[src/rtl/fifo_pkg.sv]
// rtl/fifo_pkg.sv - shared states and sizes for the FIFO round-robin arbiter
package fifo_pkg;

    localparam int DATA_W_DEF = 8;
    localparam int NUM_IN_DEF = 4;
    localparam int PCNT_W     = 8;

    typedef enum logic [1:0] {
        ST_RST    = 2'd0,
        ST_IDLE   = 2'd1,
        ST_ACTIVE = 2'd2,
        ST_PAUSE  = 2'd3
    } state_t;

endpackage

[src/rtl/rr_pick.sv]
// rtl/rr_pick.sv - combinational 4-input round-robin priority encoder
module rr_pick (
    input  logic [3:0] req,
    input  logic [1:0] last,
    output logic [3:0] gnt_onehot,
    output logic [1:0] gnt_idx,
    output logic       any_req
);

    always_comb begin
        logic [1:0] w_idx;
        gnt_onehot = '0;
        gnt_idx    = '0;
        any_req    = |req;
        // Walk from the farthest offset to the nearest so the nearest requester wins.
        for (int k = 4; k >= 1; k--) begin
            w_idx = last + 2'(k);
            if (req[w_idx]) begin
                gnt_onehot        = '0;
                gnt_onehot[w_idx] = 1'b1;
                gnt_idx           = w_idx;
            end
        end
    end

endmodule

[src/rtl/fifo_rr_arbiter.sv]
// rtl/fifo_rr_arbiter.sv - merges four input FIFOs into one output FIFO, one word per cycle
module fifo_rr_arbiter
    import fifo_pkg::*;
#(
    parameter int DATA_W = DATA_W_DEF,
    parameter int NUM_IN = NUM_IN_DEF
) (
    input  logic                     clk,
    input  logic                     reset,
    input  logic                     init,
    input  logic [NUM_IN-1:0]        in_empty,
    input  logic [NUM_IN*DATA_W-1:0] in_data,
    output logic [NUM_IN-1:0]        pop,
    input  logic                     out_almost_full,
    output logic                     push,
    output logic [DATA_W-1:0]        out_data,
    output logic [1:0]               grant_id,
    output logic [1:0]               state_out,
    output logic [PCNT_W-1:0]        pause_count
);

    state_t              r_state;
    logic [1:0]          r_last;
    logic                r_push;
    logic [DATA_W-1:0]   r_out_data;
    logic [1:0]          r_grant_id;
    logic [PCNT_W-1:0]   r_pause_count;

    logic [NUM_IN-1:0]   w_req;
    logic [NUM_IN-1:0]   w_gnt;
    logic [1:0]          w_idx;
    logic                w_any;
    logic                w_pop_en;

    assign w_req = ~in_empty;

    rr_pick u_pick (
        .req        (w_req),
        .last       (r_last),
        .gnt_onehot (w_gnt),
        .gnt_idx    (w_idx),
        .any_req    (w_any)
    );

    // almost_full wins over data availability; the previously popped word still lands.
    assign w_pop_en = (r_state == ST_ACTIVE) && init && !reset && !out_almost_full && w_any;
    assign pop      = w_pop_en ? w_gnt : '0;

    assign push        = r_push;
    assign out_data    = r_out_data;
    assign grant_id    = r_grant_id;
    assign state_out   = r_state;
    assign pause_count = r_pause_count;

    always_ff @(posedge clk) begin
        if (reset) begin
            r_state       <= ST_RST;
            r_last        <= 2'd3;
            r_push        <= 1'b0;
            r_out_data    <= '0;
            r_grant_id    <= '0;
            r_pause_count <= '0;
        end else begin
            r_push <= w_pop_en;
            if (w_pop_en) begin
                r_out_data <= in_data[32'(w_idx)*DATA_W +: DATA_W];
                r_grant_id <= w_idx;
                r_last     <= w_idx;
            end
            if (init) begin
                if (r_state == ST_PAUSE && r_pause_count != '1)
                    r_pause_count <= r_pause_count + 1'b1;
                case (r_state)
                    ST_RST:    r_state <= ST_IDLE;
                    ST_IDLE:   if (out_almost_full) r_state <= ST_PAUSE;
                               else if (w_any)      r_state <= ST_ACTIVE;
                    ST_ACTIVE: if (out_almost_full) r_state <= ST_PAUSE;
                               else if (!w_any)     r_state <= ST_IDLE;
                    ST_PAUSE:  if (!out_almost_full)
                                   r_state <= w_any ? ST_ACTIVE : ST_IDLE;
                    default:   r_state <= ST_RST;
                endcase
            end
        end
    end

endmodule

[config.mk]
export PLATFORM = sky130hd
export DESIGN_NAME = fifo_rr_arbiter
export DESIGN_NICKNAME = d
export VERILOG_FILES = /design/src/rtl/fifo_pkg.sv /design/src/rtl/rr_pick.sv /design/src/rtl/fifo_rr_arbiter.sv
export SDC_FILE = /design/constraint.sdc
export NUM_CORES = 1
export LEC_CHECK = 0
export ABC_CLOCK_PERIOD_IN_PS = 5300
export CORE_MARGIN = 4
export CORE_UTILIZATION = 48
export CTS_BUF_LIST = sky130_fd_sc_hd__clkbuf_2 sky130_fd_sc_hd__clkbuf_4 sky130_fd_sc_hd__clkbuf_8
export CTS_CLUSTER_SIZE = 20
export DETAILED_ROUTE_END_ITERATION = 8
export PLACE_DENSITY = 0.88
export RECOVER_POWER = 100
export REMOVE_ABC_BUFFERS = 1
export SETUP_SLACK_MARGIN = 0.15
export SLEW_MARGIN = 20
export SYNTH_ARGS = -nofsm -noshare
export SYNTH_HDL_FRONTEND = slang
export SYNTH_SLANG_ARGS = --single-unit
[constraint.sdc]
create_clock -name clk -period 5.3 [get_ports clk]
set_input_delay 0.53 -clock clk [delete_from_list [all_inputs] [get_ports clk]]
set_output_delay 0.53 -clock clk [all_outputs]
set_load 0.02 [all_outputs]
==> metrics.md <==
| Metric | Value |
|---|---|
| Synthesis Warnings | `0` |
| Worst hold margin | `492 ps` |
| Mapped Area | `~1600 um2` |
| Area of the multi-input gates | `1020 um2` |
| Sw Share | `between 20% and 30%` |
| Resize count post-CTS | `0` |
| Cell family with most CP delay | `buffers and inverters` |
| Clock Sinks | `23` |
| Unrepaired setup endpoints after global routing | `false` |
| Area delta synth->final | `40.7%` |
| Mean Syn Cell Area | `8.84 um2` |
| Met1 Use GR | `23.6%` |
| Filler instances | `about 270` |
| RePlAce Congestion | `just under 0.8` |
| Crit-path max FO | `11` |
| Adder and majority gate portion of the synthesized area | `3.98%` |
| Slowest library cell on the worst path | `dlygate4sd3_1` |
| Required @ worst endpoint | `about 4800 ps` |
| Combinational share of power | `24.6%` |
| Synth Area in Simple Gates | `20.7%` |
| Post-synth EDFFs | `0` |
| Root Driver | `clkbuf_4` |
| Kind of critical path | `reg2out` |
| CP endpoint kind | `output port` |
| Chip height | `65.2 um` |
| Synth Instances | `roughly 180` |
| Commonest cells in the netlist | `dfxtp_1, mux2i_1, nand2_1` |
| Sequential share of the synthesized area | `29.3%` |
| Total wire length | `approximately 3700 um` |
| Detail Route Antenna Nets | `0` |
| Most common cell in the netlist | `dfxtp_1` |
| Gr usage total | `17.6%` |
| CTS Hold Buffers Added | `0` |
| Number of global-route vias before repair | `1,350` |
| Arr. time, crit path | `roughly 3600 ps` |
| CP most frequent cell | `a21oi_1` |
| Layout Skew | `1.08 ps` |
| First-pass GRT wire length | `6180 um` |
| Chip width | `65.2 um` |
| Final worst path period need | `4090 ps` |
| I/O Buffers | `64` |
| DR DRC count | `0` |
| First-pass DRT Iterations | `4` |
| Post-detail-place hpwl | `2890 um` |
| IO Pins | `65` |
| Area after DPL | `2190 um2` |
| Worst-path clk slew | `130 ps` |
| H-tree depth | `1` |
| CP startpoint | `r_last[0]` |
| Async set-or-reset flop fraction in the synthesized netlist | `0%` |
| Die area | `4260 um2` |
| Slew Limit Fails | `0` |
| Slew @ Worst Pin | `1070 ps` |
| Crit-path max cell delay | `690 ps` |
| Met3 usage | `6.15%` |
| Worst Hold Class | `reg2reg` |
| Core area | `3100 um2` |
| Status | `complete, no violations` |
| Compound-Gate Fraction of Synth Area | `18.6%` |
| Clock power frac | `23.9%` |
| Drt first-iter violations | `approximately 130` |
| Initial Util | `between 50% and 60%` |
| Post-CTS setup buffer count | `0` |
| Yosys cell types | `39` |
| Largest net degree at the start of global routing | `17` |
| Top_reg_cell synth | `dfxtp_1` |
| Final Hold Violating Endpoints | `0` |
| Ant. Diodes | `0` |
| Post-route cell area | `about 2200 um2` |
| Most Crowded Layer GR | `met2` |
| Switching component of the power | `0.0938 mW` |
| Post-DR wirelength/cell | `13.4 um` |
| Final Cycle Share | `between 70 and 80%` |
| Flop pwr share | `slightly above 50%` |
| Post-synth top area cell | `dfxtp_1` |
| R2R Path Start | `r_last[0]` |
| Vias | `1,551` |
| Critical Path, Cell by Cell | `inv_1 -> ha_1 -> mux2i_1 -> mux2_2 -> a21oi_1 -> a22oi_1 -> a211o_1 -> a21oi_1 -> dlygate4sd3_1` |
| XOR/XNOR Fraction of Synth Area | `between 2 and 3%` |
| Multiplexer share of the synthesized area | `between 10% and 20%` |
| Worst slew margin | `about 29%` |
| Clk Latency, worst-skew pair | `310 ps` |
| Pint | `0.253 mW` |
| Clk buf depth | `2` |
| CTS tree | `built` |
| Synth area leaders | `dfxtp_1, mux2i_1, mux2_2` |
| Max-cap violations | `0` |
| CP Buf/Inv Count | `2` |
| TNS Setup | `0 ps` |
| Largest family of logic cells by synthesized area | `simple AND/OR/NAND/NOR gates` |
| GR Overflow Total | `0` |
| Endpoints failing setup | `0` |
| # nets final | `between 200 and 300` |
| Maximum VDD drop | `0.000113 V` |
| Met2 usage | `27.9%` |
| Hold Crit Start | `out_data[2]` |
| FF+latch area | `between 400 and 500 um2` |
| Row count | `20` |
| Via density | `5.54` |
| Leakage power | `between 0.9 and 1 nW` |
| Initial antenna violation count | `0` |
| Startpoint Class | `register` |
| Num CTS Buffers | `3` |
| Max Fclk | `between 200 and 250 MHz` |
| Yosys reg bits | `23` |
| Power per cell area | `157 nW/um2` |
| Synth top area share | `29.3%` |
| Layout cells sized above 1 | `5.93%` |
==> per-layer routing <==
layer	vias up	wire, um
met2	63	1690
met5	-	0
met4	0	24
met1	708	1660
met3	4	363
li1	776	-
==> cell type report <==
class	instances	share of cell area, %
sequential	23	20.8
inverter	3	0.509
clock buffer	3	1.02
timing repair buffer	64	28.9
multi-input combinational	142	46.0
clock inverter	1	0.226
tap	44	2.49
==> path summary, 6_finish.rpt <==
| path | to | slack, ps | cells after the start |
|---|---|---|---|
| max | pop[0] | 1210 | 9 |
| min | out_data[2] | 490 | 2 |
| max reg2reg | out_data[5] | 1690 | 8 |
| min reg2reg | out_data[2] | 490 | 2 |
==> worst min-delay path, delay by kind of cell, from the launching register on <==
| kind | cells | cell delay [ps] |
|---|---|---|
| DFF | 1 | 350 |
| AOI/OAI and AO/OA | 1 | 70 |
| and+or+nand+nor | 1 | 50 |
==> power groups by stage <==
stage	Sequential (mW)	Clock, mW	Combinational (mW)
after global routing	0.179	0.0937	0.0926
final	0.179	0.0830	0.0855
after floorplan	0.185	0	0.0406
after CTS	0.179	0.0845	0.0886
after detailed placement	0.182	0	0.0882
after global placement	0.182	0	0.0873
==> through the flow <==
step | utilization [%] | setup WS, ps | cells | total power [mW]
floorplan | - | 2280 | 168 | 0.226
global placement | 70.6 | 1760 | 276 | 0.270
detailed placement | 70.6 | 1670 | 276 | 0.271
CTS | 71.5 | 1280 | 280 | 0.352
global route | 71.3 | 969 | 280 | 0.366
finish | 71.3 | 1210 | 280 | 0.347
==> sequential cells by signal (all words and copies together) (netlist names) <==
register,count
push,1
out_data,8
pause_count,8
r_last,2
grant_id,2
state_out,2
==> cell families (layout without fill, tap and decap cells) <==
logic type	Yosys count	in the layout
DFF	23	23
buffers and inverters	13	71
AOI/OAI and AO/OA	40	40
muxes	26	26
adders and majority gates	5	5
and+or+nand+nor	66	66
xor gates and xnor gates	5	5
==> cells in the final DEF, fill, tap and decap left out, drive strengths merged, types with 4 or more instances in the layout <==
master / instances
a211o: 4
a21oi: 10
a221o: 6
a22oi: 4
clkdlybuf4s50: 37
dfxtp: 23
dlygate4sd3: 27
ha: 5
mux2: 9
mux2i: 15
nand2: 15
nand3: 13
nand4: 4
nor2: 14
nor2b: 6
o21ai: 6
xor2: 4
Note: power is estimated with default switching activity, not from simulation.
